==> src/rtl/warp_fifo.sv <==
`default_nettype none
// ============================================================================
// Module      : warp_fifo
// Description : First-word-fall-through ready/valid FIFO with occupancy and
//               almost-full reporting and a synchronous flush.
// Revision    : 1.0 - initial release
// ============================================================================
module warp_fifo #(
    parameter int WIDTH        = 1,
    parameter int DEPTH        = 4,
    parameter int AFULL_MARGIN = 1
) (
    input  logic                     i_clk,
    input  logic                     i_rst_n,
    input  logic                     i_flush,
    input  logic                     i_input_valid,
    output logic                     o_input_ready,
    input  logic [WIDTH-1:0]         i_input_data,
    output logic                     o_output_valid,
    input  logic                     i_output_ready,
    output logic [WIDTH-1:0]         o_output_data,
    output logic [$clog2(DEPTH):0]   o_count,
    output logic                     o_almost_full
);

    localparam int AW = $clog2(DEPTH);
    localparam logic [AW:0] C_AFULL_LEVEL = (AW+1)'(DEPTH - AFULL_MARGIN);

    logic [AW:0]      r_wr_ptr;
    logic [AW:0]      r_rd_ptr;
    logic [WIDTH-1:0] r_mem [DEPTH];

    logic             w_empty;
    logic             w_full;
    logic             w_push;
    logic             w_pop;
    logic [AW-1:0]    w_wr_idx;
    logic [AW-1:0]    w_rd_idx;

    assign w_wr_idx = r_wr_ptr[AW-1:0];
    assign w_rd_idx = r_rd_ptr[AW-1:0];

    // Full when indices coincide but the writer has lapped the reader once.
    assign w_empty = (r_wr_ptr == r_rd_ptr);
    assign w_full  = (w_wr_idx == w_rd_idx) && (r_wr_ptr[AW] != r_rd_ptr[AW]);

    assign o_input_ready  = !w_full;
    assign o_output_valid = !w_empty;

    // Flush overrides both handshakes so nothing is committed that cycle.
    assign w_push = i_input_valid  && o_input_ready  && !i_flush;
    assign w_pop  = o_output_valid && i_output_ready && !i_flush;

    always_ff @(posedge i_clk or negedge i_rst_n) begin
        if (!i_rst_n) begin
            r_wr_ptr <= '0;
            r_rd_ptr <= '0;
        end else if (i_flush) begin
            r_rd_ptr <= r_wr_ptr;
        end else begin
            if (w_push) begin
                r_wr_ptr <= r_wr_ptr + 1'b1;
            end
            if (w_pop) begin
                r_rd_ptr <= r_rd_ptr + 1'b1;
            end
        end
    end

    always_ff @(posedge i_clk) begin
        if (w_push) begin
            r_mem[w_wr_idx] <= i_input_data;
        end
    end

    assign o_count       = r_wr_ptr - r_rd_ptr;
    assign o_almost_full = (o_count >= C_AFULL_LEVEL);
    assign o_output_data = w_empty ? '0 : r_mem[w_rd_idx];

endmodule
`default_nettype wire

==> config.mk <==
export PLATFORM = sky130hd
export DESIGN_NAME = warp_fifo
export DESIGN_NICKNAME = d
export VERILOG_FILES = /design/src/rtl/warp_fifo.sv
export SDC_FILE = /design/constraint.sdc
export NUM_CORES = 1
export LEC_CHECK = 0
export CORE_AREA = 4 4 45 47
export DETAILED_ROUTE_END_ITERATION = 10
export DIE_AREA = 0 0 49 51
export GPL_ROUTABILITY_DRIVEN = 1
export PLACE_DENSITY = 0.78
export SLEW_MARGIN = 20
export SYNTH_ARGS = -nofsm -noshare
export SYNTH_HDL_FRONTEND = slang
export SYNTH_SLANG_ARGS = --single-unit
==> constraint.sdc <==
create_clock -name i_clk -period 1.7 [get_ports i_clk]
set_input_delay 0.255 -clock i_clk [delete_from_list [all_inputs] [get_ports i_clk]]
set_output_delay 0.255 -clock i_clk [all_outputs]
set_load 0.005 [all_outputs]
### Word-level counts from Yosys, hierarchy flattened

Memories as Yosys holds them, arrays and structs flattened.
Cells that the tools add are included.

| word-level totals | value |
|---|---|
| register bits | 6 |
| output and inout port bits | 7 |
| memory bits (writable) | 4 |
| memories kept | 1 |

Memory list:

| memory | words | bits a word | read ports | clocked after Yosys merged registers in | write ports | line | source |
|---|---|---|---|---|---|---|---|
| r_mem | 4 | 1 | 1 | 0 | 1 | 31 | `logic [WIDTH-1:0] r_mem [DEPTH];` |

| cells by class | value |
|---|---|
| add/sub/neg operators | 3 |
| $lt $le $gt $ge | 1 |
| mux-type cells | 5 |
| reduce and logical (&&, ||, !) cells | 10 |
| bitwise logic cells | 1 |
| equal/unequal tests | 3 |

Operator list:

| cell | number |
|---|---|
| adder 3 x 1 -> 3 bit (second input constant) | 2 |
| two-way mux 3 bit | 2 |
| logical AND 1 bit | 5 |
| == test 3 bit | 1 |
| greater-or-equal comparator 3 x 2 -> 1 bit (second input constant) | 1 |
| zero test 1 bit | 3 |
| two-way mux 1 bit | 3 |
| subtractor 3 bit | 1 |
| == test 2 bit | 1 |
| AND reduction 2 bit | 1 |
| nonzero test 2 bit | 1 |
| inequality test 1 bit | 1 |
| inverter 1 bit | 1 |

### Logic depth before layout (Yosys ltp)

Gate-level depths: netlist (run 1).

| logic depth | value |
|---|---|
| word-level depth | 7 |
| gate-level depth with buffers | 6 |

### Worst setup path after synthesis (run 1)

Ideal clock, no wire load.

| timing | value |
|---|---|
| path kind | register -> register |
| start | reg r_wr_ptr[0] |
| end | mem r_mem[3], enable pin |
| slack | -54 ps |
| cell stages (with the launch flop) | 6 |
| required time | 1358 ps |
| path buffers | 1 |
| clock period less this slack | 1754 ps |
| data arrival time | 1412 ps |
| path through | dfrtp_1 -> inv_1 -> ha_1 -> and2_1 -> buf_2 -> a211oi_1 |

| on the way | value |
|---|---|
| cells in the longest elaborated chain, start to end | 7 |

Ends and longest elaborated chain:

| what | line | source |
|---|---|---|
| start: declaration | 29 | `logic [AW:0] r_wr_ptr;` |
| start signal: assignment | 62 | `r_wr_ptr <= r_wr_ptr + 1'b1;` |
| == test 2 bit | 45 | `assign w_full = (w_wr_idx == w_rd_idx) && (r_wr_ptr[AW] != r_rd_ptr[AW]);` |
| logical AND 1 bit | 45 |  |
| zero test 1 bit | 47 | `assign o_input_ready = !w_full;` |
| logical AND 1 bit (2 in a row) | 51 | `assign w_push = i_input_valid && o_input_ready && !i_flush;` |
| two-way mux 1 bit | 71 | `if (w_push) begin` |
| two-way mux 1 bit (implied by the code) | 72 | `r_mem[w_wr_idx] <= i_input_data;` |
| end: declaration | 31 |  |

Parallel ways exist; a longest one is shown, timed or not.

### Worst setup path after layout (run 1)

| timing | value |
|---|---|
| start | reg r_wr_ptr[0] |
| end | out o_almost_full |

| on the way | value |
|---|---|
| cells in the longest elaborated chain, start to end | 2 |

Ends and longest elaborated chain:

| what | line | source |
|---|---|---|
| subtractor 3 bit | 76 | `assign o_count = r_wr_ptr - r_rd_ptr;` |
| greater-or-equal comparator 3 x 2 -> 1 bit | 77 | `assign o_almost_full = (o_count >= C_AFULL_LEVEL);` |
| end: declaration | 23 | `output logic o_almost_full` |

Every way passes these cells.

==> out/qor.yml, run 1 <==
clock_tree:
  cts_inserted_buffers: 3
  cts-root-buf: "clkbuf_4"
  path_clk_slew_ns: 0.07
  ctsLongestPathBuffers: 2
  tritoncts: "built"
  cts_hold_buf: 0
  clock_latency_ns: 0.27
  cts_sinks: 10
  htreeDepth: 1
yosys:
  synth-seq-cells: 10
  synth_edf_count: 4
  synth_async_sr_flop_share_pct: 60.00
  netlist_area_um2: 688.2
  ys_seq_area_share_pct: 39.27
  yosys.cell_types.count: 30
  avgSynthCellArea_um2: 10.75
  synth_warnings: 0
  synthCells: 64
  synth_flop_cell: "dfrtp_1"
  synth_nets: 78
pwr:
  power.leakage_nw: 0.5055
  peakVddDrop_mv: 1.748
  total_power_mw: 2.713
  powerDensity_nw_per_um2: 2434
floorplan:
  chipWidth_um: 49
  die_area_um2: 2499
  io-pin-count: 13
  die_h_um: 51
  start_util_pct: 41.67
  fp-row-count: 15
  core_area_um2: 1652
global_route:
  grt_pass1_wl_mm: 3.022
  grt_pass1_vias: 659
  grt_max_degree: 11
  antenna_found_initial: 0
  overflow: 0
  grtUsageTotal_pct: 15.99
detailed_routing:
  drtAntennaViolNets: 0
  drtIter0Drc: 20
  num_vias: 617
  drcViolationCount: 0
  dr.pass1.iters: 4
  viasPerCell: 5.185
  routed_wl_mm: 1.881
  drt-wirelength-per-cell_um: 15.81
hold_path:
  hold_path_class: "in2async"
critical_path:
  start_kind: "flop"
  critPathMaxFanout: 2
  crit_arrival_ns: 1.68
  worstPathRequired_ns: 1.44
  end_kind: "output port"
  crit_type: "reg2out"
timing:
  clock.fmax_mhz: 517.4
  rsz0062_at_grt: "true"
  worstMarginPinSlew_ns: 0.3316
  fin_ws_ns: -0.2329
  hold_viol_final: 0
  setup-violations-final: 10
  drv_slew: 0
  setup_tns_ns: -0.9964
  period_share_pct: 113.7
  fin_skew_ns: 0.004140
  period_minus_slack_ns: 1.933
  slew_headroom_pct: 77.73
flow_run:
  cap_violations: 0
run_status:
  status: "finished, violations left"
  violations: "negative setup slack"
cells_and_area:
  area_growth_pct: 62.00
  drive_gt1_share_pct: 50.00
  regArea_um2: 270.3
  num_antenna_cells: 0
  finalInstanceArea_um2: 1115
  n_fill_cell: 133
  multi_input_area_um2: 462.9
  fin_nets: 117
  final_core_util_pct: 67.50
place:
  gp_congestion: 0.8170
  dp_hpwl_mm: 1.230
  port-buffer-count: 12
  placed_cell_area_um2: 945.9
-- through the flow --
step	cells	hold WS (ns)	worst slack, ns
floorplan	64	-0.04059	0.006206
global placement	106	0.5191	-0.3058
detailed placement	106	0.5591	-0.4031
CTS	116	0.2697	-0.2561
global route	119	0.2503	-0.2757
finish	119	0.2453	-0.2329
-- where the power goes --
part / total, mW / switching [mW] / internal, mW
sequential: 0.425 / 0.0864 / 0.339
combinational: 2.11 / 0.917 / 1.19
clock: 0.178 / 0.0874 / 0.0909
-- final timing paths --
check,startpoint,to,slack [ns],cells past startpoint
max,r_wr_ptr[0]$_DFFE_PN0P_,o_almost_full,-0.23,7
min,i_rst_n,r_rd_ptr[2]$_DFFE_PN0P_,0.25,1
max reg2reg,r_rd_ptr[1]$_DFFE_PN0P_,r_mem[1]$_DFFE_PP_,-0.08,8
min reg2reg,r_wr_ptr[2]$_DFFE_PN0P_,r_wr_ptr[2]$_DFFE_PN0P_,0.68,2
max in group asynchronous,i_rst_n,r_wr_ptr[1]$_DFFE_PN0P_,1.21,1
min in group i_clk,i_input_data,r_mem[2]$_DFFE_PP_,0.65,1
-- flip-flops by register name, indices dropped and copies added, names as in the netlist --
signal,count
r_mem,4
r_rd_ptr,3
r_wr_ptr,3
-- metal layers --
metal | global-route usage, % | routed length, um
met5 | 0 | 0
met4 | 8.969 | 41
met3 | 3.790 | 106
met2 | 28.91 | 1041
met1 | 16.85 | 690
-- cell type report --
| class | instances | share of cell area (%) |
|---|---|---|
| Clock buffer | 4 | 2.357 |
| Inverter | 7 | 2.357 |
| Multi-Input combinational cell | 45 | 41.53 |
| Sequential cell | 10 | 24.24 |
| Tap cell | 17 | 1.908 |
| Timing Repair Buffer | 36 | 27.61 |
-- Yosys cell counts (2+ instances only) --
master | count | area (um2)
ha_1 | 7 | 87.58
inv_1 | 7 | 26.28
dfrtp_1 | 6 | 150.1
nand2_1 | 6 | 22.52
and2_1 | 5 | 31.28
edfxtp_1 | 4 | 120.1
xnor2_1 | 3 | 26.28
a21oi_1 | 2 | 10.01
nand3_1 | 2 | 10.01
nor2_1 | 2 | 7.510
-- cell families after synthesis --
family / after synthesis / synth area share, %
AOI/OAI and AO/OA: 11 / 12.18
DFF: 10 / 39.27
muxes: 2 / 5.454
and+or+nand+nor: 19 / 14.91
xor gates and xnor gates: 5 / 7.456
buffers and inverters: 9 / 5.090
adders and majority gates: 8 / 15.64
-- worst max-delay path: stages (launching register included) --
cell and delay (ns):
dfrtp_1 0.40, inv_2 0.08, ha_4 0.13, inv_2 0.04
fa_2 0.34, xnor2_2 0.14, a21o_1 0.15, buf_2 0.12
-- cell usage in the layout (no fill, tap or decap), drive strengths merged, types with 2 or more instances in the layout --
master | synthesis | final
a21oi | 3 | 3
and2 | 5 | 5
buf | 1 | 29
clkbuf | 1 | 4
clkdlybuf4s50 | 0 | 5
dfrtp | 6 | 6
dlygate4sd2 | 0 | 2
edfxtp | 4 | 4
ha | 7 | 7
inv | 7 | 7
nand2 | 6 | 6
nand3 | 2 | 2
nor2 | 2 | 2
xnor2 | 3 | 3
xor2 | 2 | 2
-- timing repair --
action / 4_1_cts / 5_1_grt
pin swaps: 9 / 5
setup endpoints to repair: 12 / 13
buffers inserted: 6 / 3
hold endpoints to repair: 0 / 0
resized for setup: 38 / 7
(Power assumes the default switching activity.)
==> run 2: changes to the inputs <==
Settings changed: TNS_END_PERCENT set to 1.
==> out/qor.yml, run 2 (synthesis results as in run 1) <==
clock_tree:
  cts-root-buf: "clkbuf_4"
  clock_latency_ns: 0.26
  cts_hold_buf: 0
  cts_inserted_buffers: 3
  path_clk_slew_ns: 0.07
  htreeDepth: 1
  cts_sinks: 10
  tritoncts: "built"
  ctsLongestPathBuffers: 2
critical_path:
  path_delay_family: "adder cells"
  crit_type: "reg2out"
  path_cells: "buf_6 -> ha_4 -> inv_2 -> fa_2 -> a21o_1 -> buf_2"
  max_stage_delay_ns: 0.43
  worstPathRequired_ns: 1.44
  cp_num_buf_inv: 3
  cpMaxStageDelayCell: "fa_2"
  worstRegToRegCells: 5
  reg2reg_from: "r_wr_ptr[1]$_DFFE_PN0P_"
  crit_arrival_ns: 1.70
  r2r-end: "r_mem[0]$_DFFE_PP_"
  start_kind: "flop"
  critPathMaxFanout: 2
  reg2reg_slack_ns: 0.06
  end_kind: "output port"
timing:
  setup-violations-final: 6
  period_minus_slack_ns: 1.952
  timing.hold.ws_ns: 0.2421
  period_share_pct: 114.8
  slew_headroom_pct: 79.37
  clock.fmax_mhz: 512.4
  drv_slew: 0
  worstMarginPinSlew_ns: 0.3085
  rsz0062_at_grt: "true"
  fin_ws_ns: -0.2516
  fin_skew_ns: 0.004424
  hold_viol_final: 0
place:
  pre_cts_ws_ns: -0.3938
  gp_congestion: 0.7558
  placed_cell_area_um2: 938.4
  dp_hpwl_mm: 1.241
  port-buffer-count: 12
cells_and_area:
  finalInstanceArea_um2: 1013
  num_antenna_cells: 0
  top_register: "r_mem"
  area_growth_pct: 47.27
  mostFrequentLayoutCells: "16 x buf_4, 6 x ha_1, 6 x dfrtp_1, 5 x nand2_1, 5 x clkdlybuf4s50_1"
  largest_registers: "r_mem x4, r_rd_ptr x3, r_wr_ptr x3"
  largest_reg_flops: 4
  final_core_util_pct: 61.36
  final_common_cell: "buf_4"
  drive_gt1_share_pct: 40.63
  fin_nets: 111
detailed_routing:
  viasPerCell: 5.071
  drt-wirelength-per-cell_um: 14.04
  num_vias: 573
  drcViolationCount: 0
  drtIter0Drc: 2
  routed_wl_mm: 1.586
  dr.pass1.iters: 4
  drtAntennaViolNets: 0
global_route:
  grtUsageTotal_pct: 14.08
  antenna_found_initial: 0
  grt_pass1_wl_mm: 2.780
  grt_pass1_vias: 643
  overflow: 0
  grt_max_degree: 11
floorplan:
  start_util_pct: 41.67
  chipWidth_um: 49
  io-pin-count: 13
  fp-row-count: 15
  core_area_um2: 1652
  die_area_um2: 2499
  die_h_um: 51
flow_run:
  cap_violations: 0
pwr:
  powerDensity_nw_per_um2: 2263
  power_frac_clock_pct: 7.4
  p_int_mw: 1.377
  combPwrFrac_pct: 74.5
  p_seq_share_pct: 18.1
  p_sw_mw: 0.9162
  peakVddDrop_mv: 1.800
  power.leakage_nw: 0.4556
  total_power_mw: 2.293
  switching_share_pct: 39.95
run_status:
  violations: "negative setup slack"
  status: "finished, violations left"
hold_path:
  hold_path_class: "in2async"
-- run 2: changes by cell type in the layout (fill, tap and decap cells not counted), sizes merged --
cell,previous run,this run
buf,29,20
clkbuf,4,5
clkdlybuf4s15,0,1
dlygate4sd2,2,3
-- run 2: metrics by stage --
step | setup TNS (ns) | instances
5_1_grt | -1.352 | 113
3_5_place_dp | -1.528 | 106
2_1_floorplan | -0.1869 | 64
4_1_cts | -1.009 | 112
3_3_place_gp | -1.166 | 106
6_report | -0.9190 | 113
-- run 2: area by class of cell --
cell class | count | area [um2]
repair buffers | 30 | 244.0
well taps | 17 | 21.27
inverters | 7 | 26.28
fillers | 152 | 638.1
multi-input cells | 45 | 425.4
flip-flops and latches | 10 | 270.3
clock buffers | 4 | 26.28
-- run 2: timing repair --
item                                    4_1_cts  5_1_grt
endpoints found under the setup margin       11       11
gates cloned                                  0        0
gates resized for setup                      25        3
setup buffers                                 2        1
pin swaps                                     6        4
-- run 2: worst max path at each step --
stage                                  from                 end  slack [ns]  cells past startpoint
global route        r_wr_ptr[0]$_DFFE_PN0P_       o_almost_full       -0.31                      7
global placement    r_wr_ptr[0]$_DFFE_PN0P_       o_almost_full       -0.30                      7
floorplan           r_wr_ptr[0]$_DFFE_PN0P_  r_mem[0]$_DFFE_PP_       -0.05                      6
detailed placement  r_wr_ptr[0]$_DFFE_PN0P_       o_almost_full       -0.39                      7
CTS                 r_rd_ptr[0]$_DFFE_PN0P_       o_almost_full       -0.27                      6
finish              r_rd_ptr[0]$_DFFE_PN0P_       o_almost_full       -0.25                      6
-- run 2: power by group through the flow --
stage                     clock network (mW)  logic [mW]  registers, mW
after floorplan                            0       0.736          0.441
after global placement                     0        1.58          0.415
after detailed placement                   0        1.63          0.420
after CTS                              0.175        1.69          0.415
after global routing                   0.194        1.88          0.430
final                                  0.170        1.71          0.415
-- run 2: per-layer routing --
layer | vias to the layer above | GRT usage (%) | part of all wire [%]
met5 | - | 0 | 0
met4 | 0 | 3.587 | 1.1
met3 | 2 | 5.248 | 4.3
met2 | 10 | 24.78 | 54
met1 | 277 | 15.97 | 40
li1 | 284 | - | -
